File: config.mk
export PLATFORM = sky130hd
export DESIGN_NAME = stopwatch_ctrl
export DESIGN_NICKNAME = d
export VERILOG_FILES = /design/src/rtl/stopwatch_pkg.sv /design/src/rtl/btn_debounce.sv /design/src/rtl/stopwatch_ctrl.sv
export SDC_FILE = /design/constraint.sdc
export NUM_CORES = 1
export LEC_CHECK = 0
export ABC_CLOCK_PERIOD_IN_PS = 4300
export CAP_MARGIN = 10
export CORE_ASPECT_RATIO = 0.75
export CORE_MARGIN = 8
export CORE_UTILIZATION = 50
export DETAILED_ROUTE_END_ITERATION = 6
export PLACE_DENSITY_LB_ADDON = 0.12
export SLEW_MARGIN = 30
export SYNTH_ARGS = -nofsm -noshare
export SYNTH_HDL_FRONTEND = slang
export SYNTH_SLANG_ARGS = --single-unit
File: constraint.sdc
create_clock -name clk -period 4.3 [get_ports clk]
set_clock_uncertainty 0.1 [all_clocks]
set_input_delay 0.43 -clock clk [delete_from_list [all_inputs] [get_ports clk]]
set_output_delay 0.43 -clock clk [all_outputs]
set_load 0.01 [all_outputs]
File: src/rtl/stopwatch_pkg.sv
// Shared stopwatch definitions: mode encoding and default timing constants.
// Latency: n/a (types and constants only).
// Backpressure: n/a.
package stopwatch_pkg;

    localparam int TICK_DIV_DEF   = 100;
    localparam int DEB_CYCLES_DEF = 4;

    typedef enum logic [1:0] {
        ST_IDLE  = 2'd0,
        ST_RUN   = 2'd1,
        ST_LAP   = 2'd2,
        ST_PAUSE = 2'd3
    } sw_state_t;

    // The prescaler advances and count ticks are allowed only in these modes.
    function automatic logic is_running(input sw_state_t s);
        return (s == ST_RUN) || (s == ST_LAP);
    endfunction

endpackage

File: src/rtl/btn_debounce.sv
// Push-button conditioner: 2-FF synchronizer, stability counter, rising-edge press pulse.
// Latency: first high raw sample at edge k -> press high in the cycle after edge k+2+DEB_CYCLES.
// Backpressure: none; press is a free-running 1-cycle strobe, releases produce nothing.
module btn_debounce #(
    parameter int DEB_CYCLES = 4
) (
    input  logic clk,
    input  logic rst,
    input  logic btn,
    output logic press
);

    localparam int CW = $clog2(DEB_CYCLES + 1);

    logic          sync1;
    logic          sync2;
    logic          level;
    logic          level_q;
    logic [CW-1:0] cnt;

    always_ff @(posedge clk or negedge rst) begin
        if (!rst) begin
            sync1   <= 1'b0;
            sync2   <= 1'b0;
            level   <= 1'b0;
            level_q <= 1'b0;
            cnt     <= '0;
        end else begin
            sync1   <= btn;
            sync2   <= sync1;
            level_q <= level;
            // Once DEB_CYCLES disagreeing samples have been seen, commit the new level.
            if (cnt == CW'(DEB_CYCLES)) begin
                level <= ~level;
                cnt   <= '0;
            end else if (sync2 != level) begin
                cnt <= cnt + CW'(1);
            end else begin
                cnt <= '0;
            end
        end
    end

    assign press = level & ~level_q;

endmodule

File: src/rtl/stopwatch_ctrl.sv
// Stopwatch sequencer: button conditioning, IDLE/RUN/LAP/PAUSE mode FSM, count-enable prescaler.
// Latency: button press -> mode change 1 edge after the debounced pulse; cnt_clr 1 cycle after decision.
// Backpressure: none; cnt_en and cnt_clr are 1-cycle strobes the counter must accept.
module stopwatch_ctrl
    import stopwatch_pkg::*;
#(
    parameter int TICK_DIV   = TICK_DIV_DEF,
    parameter int DEB_CYCLES = DEB_CYCLES_DEF,
    parameter int PRE_W      = 7
) (
    input  logic       clk,
    input  logic       rst,
    input  logic       start_stop,
    input  logic       lap_clr,
    output logic       cnt_en,
    output logic       cnt_clr,
    output logic       disp_hold,
    output logic       running,
    output logic [1:0] state
);

    sw_state_t  cur_st;
    sw_state_t  nxt_st;
    logic [PRE_W-1:0] pre;
    logic [PRE_W-1:0] pre_nxt;
    logic       clr_q;
    logic       clr_nxt;
    logic       ss_press;
    logic       lc_press;
    logic       pre_wrap;

    btn_debounce #(.DEB_CYCLES(DEB_CYCLES)) u_deb_ss (
        .clk   (clk),
        .rst   (rst),
        .btn   (start_stop),
        .press (ss_press)
    );

    btn_debounce #(.DEB_CYCLES(DEB_CYCLES)) u_deb_lc (
        .clk   (clk),
        .rst   (rst),
        .btn   (lap_clr),
        .press (lc_press)
    );

    always_ff @(posedge clk or negedge rst) begin
        if (!rst) begin
            cur_st <= ST_IDLE;
            pre    <= '0;
            clr_q  <= 1'b0;
        end else begin
            cur_st <= nxt_st;
            pre    <= pre_nxt;
            clr_q  <= clr_nxt;
        end
    end

    // start_stop has priority; a simultaneous lap_clr press is dropped.
    always_comb begin
        nxt_st  = cur_st;
        clr_nxt = 1'b0;
        case (cur_st)
            ST_IDLE: begin
                if (ss_press) begin
                    nxt_st = ST_RUN;
                end else if (lc_press) begin
                    clr_nxt = 1'b1;
                end
            end
            ST_RUN: begin
                if (ss_press) begin
                    nxt_st = ST_PAUSE;
                end else if (lc_press) begin
                    nxt_st = ST_LAP;
                end
            end
            ST_LAP: begin
                if (ss_press) begin
                    nxt_st = ST_PAUSE;
                end else if (lc_press) begin
                    nxt_st = ST_RUN;
                end
            end
            ST_PAUSE: begin
                if (ss_press) begin
                    nxt_st = ST_RUN;
                end else if (lc_press) begin
                    nxt_st  = ST_IDLE;
                    clr_nxt = 1'b1;
                end
            end
            default: nxt_st = ST_IDLE;
        endcase
    end

    assign pre_wrap = (pre == PRE_W'(TICK_DIV - 1));

    // Prescaler follows the current mode: PAUSE keeps the partial second for resume.
    always_comb begin
        pre_nxt = pre;
        if (is_running(cur_st)) begin
            pre_nxt = pre_wrap ? '0 : pre + PRE_W'(1);
        end else if (cur_st == ST_IDLE) begin
            pre_nxt = '0;
        end
    end

    assign running   = is_running(cur_st);
    assign cnt_en    = running & pre_wrap;
    assign cnt_clr   = clr_q;
    assign disp_hold = (cur_st == ST_LAP);
    assign state     = cur_st;

endmodule

==> results of run 1 <==
routing by layer:
| layer | vias up | GRT usage, % |
|---|---|---|
| li1 | 402 | - |
| met1 | 390 | 14.08 |
| met2 | 14 | 16.30 |
| met3 | 4 | 4.475 |
| met4 | 0 | 4.348 |
| met5 | - | 0 |
what timing repair did:
item,in CTS,in global routing
hold buffers,1,0
endpoints found under the setup margin,0,0
hold endpoints to repair,24,0
kinds of logic after synthesis:
| family | after synthesis | synth area share [%] |
|---|---|---|
| simple gates | 35 | 16.28 |
| mux | 3 | 2.521 |
| xor+xnor | 4 | 2.941 |
| flops | 24 | 50.42 |
| fa+ha+maj | 11 | 11.55 |
| compound gates | 21 | 13.13 |
| buf+inv | 10 | 3.151 |
power breakdown:
part	internal [mW]	switching (mW)
sequential	0.293	0.0684
combinational	0.190	0.211
clock	0.0942	0.0663
total	0.576	0.346
stage by stage:
stage / cells / utilization [%] / worst slack (ns) / power, mW / instance area (µm²)
6_report: 155 / 60.66 / 1.742 / 0.9224 / 1378
5_1_grt: 155 / 60.66 / 1.650 / 1.001 / 1378
4_1_cts: 155 / 60.66 / 1.721 / 0.9336 / 1378
3_5_place_dp: 150 / 57.91 / 2.079 / 0.7681 / 1315
3_3_place_gp: 150 / 58.13 / 2.173 / 0.7476 / 1320
2_1_floorplan: 108 / - / 2.553 / 0.6332 / 1191
sequential cells by signal, summed over array words and instances, names as in the netlist:
register and count:
u_deb_ss.level_q 1, u_deb_lc.level 1, pre 7, u_deb_ss.cnt 3
u_deb_lc.level_q 1, u_deb_lc.cnt 3, u_deb_ss.sync1 1, u_deb_ss.sync2 1
u_deb_lc.sync2 1, cnt_clr 1, u_deb_ss.level 1, u_deb_lc.sync1 1
state 2
placed cells by master, fill, tap and decap left out, types with 2 or more instances in the layout:
master            n
dfrtp_1          24
ha_1             11
inv_1             9
nand2_1           9
clkdlybuf4s50_1   8
nor2_1            7
o21ai_0           5
xnor2_1           4
and2_1            4
o21ai_1           4
mux2i_1           3
nand3_1           3
clkbuf_4          3
a21oi_1           2
nor2b_1           2
nand2b_1          2
critical path, stage by stage (launching register included):
cell and delay, ns:
dfrtp_1 0.47, inv_1 0.12, ha_1 0.37, inv_1 0.08, nor2_1 0.12, clkdlybuf4s50_1 0.55
layout make-up:
type	count	area (µm²)
tap	34	42.54
fill	202	893.4
sequential	24	600.6
clock buffer	3	22.52
clock inverter	1	30.03
timing repair buffer	10	95.09
inverter	9	33.78
multi-input combinational	74	553.0
path summary, 6_finish.rpt:
path	from	slack [ns]	endpoint
setup / recovery	state[1]	1.74	cnt_en
min in group asynchronous	rst	0.51	u_deb_ss.sync1
hold / removal	u_deb_ss.sync1	0.26	u_deb_ss.sync2
hold reg to reg	u_deb_ss.sync1	0.26	u_deb_ss.sync2
max in group asynchronous	rst	3.24	u_deb_ss.cnt[2]
setup reg to reg	state[0]	2.50	state[0]
==> flow_summary.json, run 1 <==
{
  "outcome": "completed",
  "setup_viol": 0,
  "dr.pass1.iters": 4,
  "end_kind": "primary output",
  "critical_path_required_ns": 3.77,
  "clock_latency_ns": 0.31,
  "drt-initial-drc-count": 22,
  "finalNetCount": 137,
  "syn-cell-area_um2": 1191,
  "num_rows": 15,
  "syn_inst": 108,
  "hold_path_class": "flip-flop to flip-flop",
  "grt_pass1_vias": 814,
  "grtUsageTotal_pct": 11.09,
  "clkSinkCount": 24,
  "yosysMostFrequentCell": "dfrtp_1",
  "ys_ff_latch": 24,
  "die_h_um": 58.27,
  "portBuffers": 9,
  "grt_pass1_wl_um": 3601,
  "core_area_um2": 2271,
  "yosysTopAreaCellShare_pct": 50.42,
  "wl_met2_um": 873,
  "grt_max_degree": 25,
  "ys_seq_area_share_pct": 50.42,
  "synth_warnings": 0,
  "grt_antenna_before_repair": 0,
  "floorplan.initialDensity_pct": 52.45,
  "cts-root-buf": "clkbuf_4",
  "vdd_ir_drop_max_mv": 0.2499,
  "crit_type": "flip-flop to primary output",
  "slew_viol_final": 0,
  "antenna_left": 0,
  "ff2ff_path_depth": 5,
  "cts_htree_levels": 1,
  "dr.max_layer_used": "met4",
  "drc": 0,
  "synth_top_area_cell": "dfrtp_1",
  "max_freq_mhz": 390.9,
  "synth-edff-count": 0,
  "wl_met1_um": 1017,
  "cp.arrival_ns": 2.03,
  "grt_setup_unrepaired": "false",
  "post_cts_buffers": 0,
  "synthArstFlopShare_pct": 100.0,
  "tightest_slew_ns": 0.5220,
  "wl_met3_um": 86,
  "relSlewSlack_pct": 65.20,
  "viasPerCell": 5.226,
  "ios": 10,
  "wl_per_cell_um": 12.98,
  "leakagePower_nw": 0.6151,
  "cts_buffers": 3,
  "die_area_um2": 4216,
  "die_w_um": 72.36,
  "dp_hpwl_um": 1550,
  "period_minus_slack_ns": 2.558,
  "place_congestion": 0.7793,
  "whs_path_depth": 0,
  "crit_fanout": 7,
  "cts.repair.resized": 0,
  "overflow": 0,
  "synthFlopType": "dfrtp_1",
  "start_kind": "flip-flop",
  "pwr_density_cell_nw_per_um2": 669.6,
  "diodes": 0,
  "routed_wl_um": 2012,
  "netlist_top_cells_count": "dfrtp_1 (24), ha_1 (11), inv_1 (9), nand2_1 (9), nor2_1 (7)",
  "ys_types": 33,
  "postSynthAreaPerCell_um2": 11.03,
  "via_count": 810,
  "hold_viol_final": 0,
  "fin_tns_setup_ns": 0,
  "cap_violations": 0,
  "clk_path_buf_depth": 2,
  "clk_pin_slew_ns": 0.13,
  "finalCritPeriodShare_pct": 59.50,
  "drive_gt1_share_pct": 8.264,
  "holdWs_ns": 0.2638,
  "synth.net_count": 123,
  "tritoncts": "yes",
  "synth.top_cells.by_area": "dfrtp_1 (50%), ha_1 (12%), xnor2_1 (2.9%)",
  "syn_to_final_growth_pct": 15.65
}
No activity file was read; power rests on OpenSTA's default activity.
==> inputs of run 2 (changes only) <==
- ABC_CLOCK_PERIOD_IN_PS: 4300 -> 2200
- clock period: 4.3 -> 2.2 ns (I/O delays scaled with it)
==> run 2 against run 1 <==
Compared with the run above:
- routed wire length increased by 2.5%
- critical endpoint is now disp_hold
- highest routed layer unchanged
- register-to-register slack got worse by 2.1 ns
- critical path depth down 2
- first-iteration DRC count fell by 18%
- via count rose by 1.1%
==> flow_summary.json, run 2 (synthesis results as in run 1) <==
{
  "outcome": "completed",
  "antenna_left": 0,
  "hold_viol_final": 0,
  "cts_buffers": 3,
  "routed_wl_um": 2063,
  "power_switching_mw": 0.6916,
  "critical_path_required_ns": 1.88,
  "grtUsageTotal_pct": 10.91,
  "layout_commonest_cell": "dfrtp_1",
  "vdd_ir_drop_max_mv": 0.5322,
  "leakagePower_nw": 0.6510,
  "max_freq_mhz": 498.1,
  "tightest_slew_ns": 0.4321,
  "diodes": 0,
  "via_count": 819,
  "overflow": 0,
  "final_cell_mix": "dfrtp_1 (21), ha_1 (10), inv_1 (9), nand2_1 (9), clkdlybuf4s50_1 (8)",
  "slew_viol_final": 0,
  "multi_input_area_um2": 574.3,
  "cts_htree_levels": 1,
  "grt_pass1_vias": 785,
  "dr.max_layer_used": "met4",
  "cp_slowest_cell": "clkdlybuf4s50_1",
  "pwr_density_cell_nw_per_um2": 1310,
  "num_rows": 15,
  "clk_pin_slew_ns": 0.13,
  "hold_path_class": "primary input to asynchronous set/reset pin",
  "period_minus_slack_ns": 2.007,
  "reg2reg_from": "state[1]",
  "drc": 0,
  "tritoncts": "yes",
  "relSlewSlack_pct": 70.93,
  "wl_per_cell_um": 12.97,
  "p_total_mw": 1.883,
  "portBuffers": 9,
  "viasPerCell": 5.151,
  "top_register": "pre",
  "p_sw_share_pct": 36.73,
  "core_area_um2": 2271,
  "crit_fanout": 5,
  "seq_power_share_pct": 36.0,
  "grt_antenna_before_repair": 0,
  "syn_to_final_growth_pct": 20.69,
  "grt_setup_unrepaired": "false",
  "place_congestion": 0.8025,
  "ios": 10,
  "p_int_mw": 1.191,
  "cp_num_buf_inv": 2,
  "die_h_um": 58.27,
  "start_kind": "flip-flop",
  "crit_family": "buffers and inverters",
  "drt-initial-drc-count": 18,
  "seqCellArea_um2": 604.3,
  "power_frac_comb_pct": 47.5,
  "ctsHoldBuffers": 0,
  "crit_path_max_incr_delay_ns": 0.55,
  "wl_met3_um": 87,
  "dp_hpwl_um": 1505,
  "floorplan.initialDensity_pct": 52.45,
  "largest_register_ffs": 7,
  "clk_path_buf_depth": 2,
  "fill_cells": 184,
  "wl_met1_um": 1050,
  "utilization_pct": 63.31,
  "cp.arrival_ns": 1.69,
  "crit_type": "flip-flop to primary output",
  "end_kind": "primary output",
  "dr.pass1.iters": 4,
  "clock_latency_ns": 0.31,
  "wl_met2_um": 912,
  "pwr-share-clk_pct": 16.6,
  "grt_max_degree": 25,
  "die_area_um2": 4216,
  "finalCritPeriodShare_pct": 91.25,
  "grt_pass1_wl_um": 3622,
  "cts-root-buf": "clkbuf_4",
  "die_w_um": 72.36,
  "fin_tns_setup_ns": 0,
  "clkSinkCount": 24,
  "crit_path_start": "state[0]",
  "finalNetCount": 141,
  "cap_violations": 0,
  "holdWs_ns": 0.1409,
  "crit_chain": "inv_1, ha_1, clkdlybuf4s50_1",
  "drive_gt1_share_pct": 14.40,
  "setup_viol": 0,
  "top_regs": "pre (7), u_deb_lc.cnt (3), u_deb_ss.cnt (3)"
}
==> run 2: changes by cell type in the layout (fill, tap and decap cells not counted) <==
cell	change
dlygate4sd3_1	-1
ha_1	-1
dfrtp_1	-3
dfrtp_2	+3
dlymetal6s2s_1	+1
buf_4	+5
nor4b_2	-1
ha_4	+1
nor4b_4	+1
buf_2	-1
==> run 2: power by group through the flow <==
stage / Combinational (mW) / Clock [mW] / Sequential (mW)
after floorplan: 0.540 / 0 / 0.697
after global placement: 0.784 / 0 / 0.694
after detailed placement: 0.801 / 0 / 0.706
after CTS: 0.890 / 0.328 / 0.679
after global routing: 1.01 / 0.338 / 0.696
final: 0.894 / 0.312 / 0.677
==> run 2: stage by stage <==
stage,worst slack [ns],cells,instance area [µm²]
final,0.1925,159,1438
after global placement,0.2839,152,1335
after global routing,0.09649,159,1438
after detailed placement,0.1990,152,1335
after CTS,0.003691,159,1435
after floorplan,0.5101,108,1191
==> run 2: path summary, 6_finish.rpt <==
check                           slack [ns]  cells past startpoint         endpoint
worst max register to register        0.44                      5           pre[6]
max in group asynchronous             1.60                      2         state[1]
worst min register to register        0.27                      0   u_deb_ss.sync2
min in group clk                      0.23                      1   u_deb_ss.sync1
worst min-delay path                  0.14                      2  u_deb_ss.cnt[0]
worst max-delay path                  0.19                      3        disp_hold
==> run 2: final cells by class <==
| cell class | count | share of cell area [%] |
|---|---|---|
| Sequential cell | 24 | 42.04 |
| Multi-Input combinational cell | 74 | 39.95 |
| Timing Repair Buffer | 14 | 9.051 |
| Tap cell | 34 | 2.959 |
| Clock buffer | 3 | 1.567 |
| Inverter | 9 | 2.350 |
| Clock inverter | 1 | 2.089 |
==> run 2: repair_timing <==
| action | CTS | global route |
|---|---|---|
| gates resized for setup | 5 | 1 |
| setup buffers | 3 | 0 |
| setup endpoints to repair | 2 | 1 |
==> run 2: layer usage <==
metal  vias to the layer above  GRT usage (%)
li1                        410              -
met1                       390          14.15
met2                        17          16.82
met3                         2          4.303
met4                         0          1.739
met5                         -              0
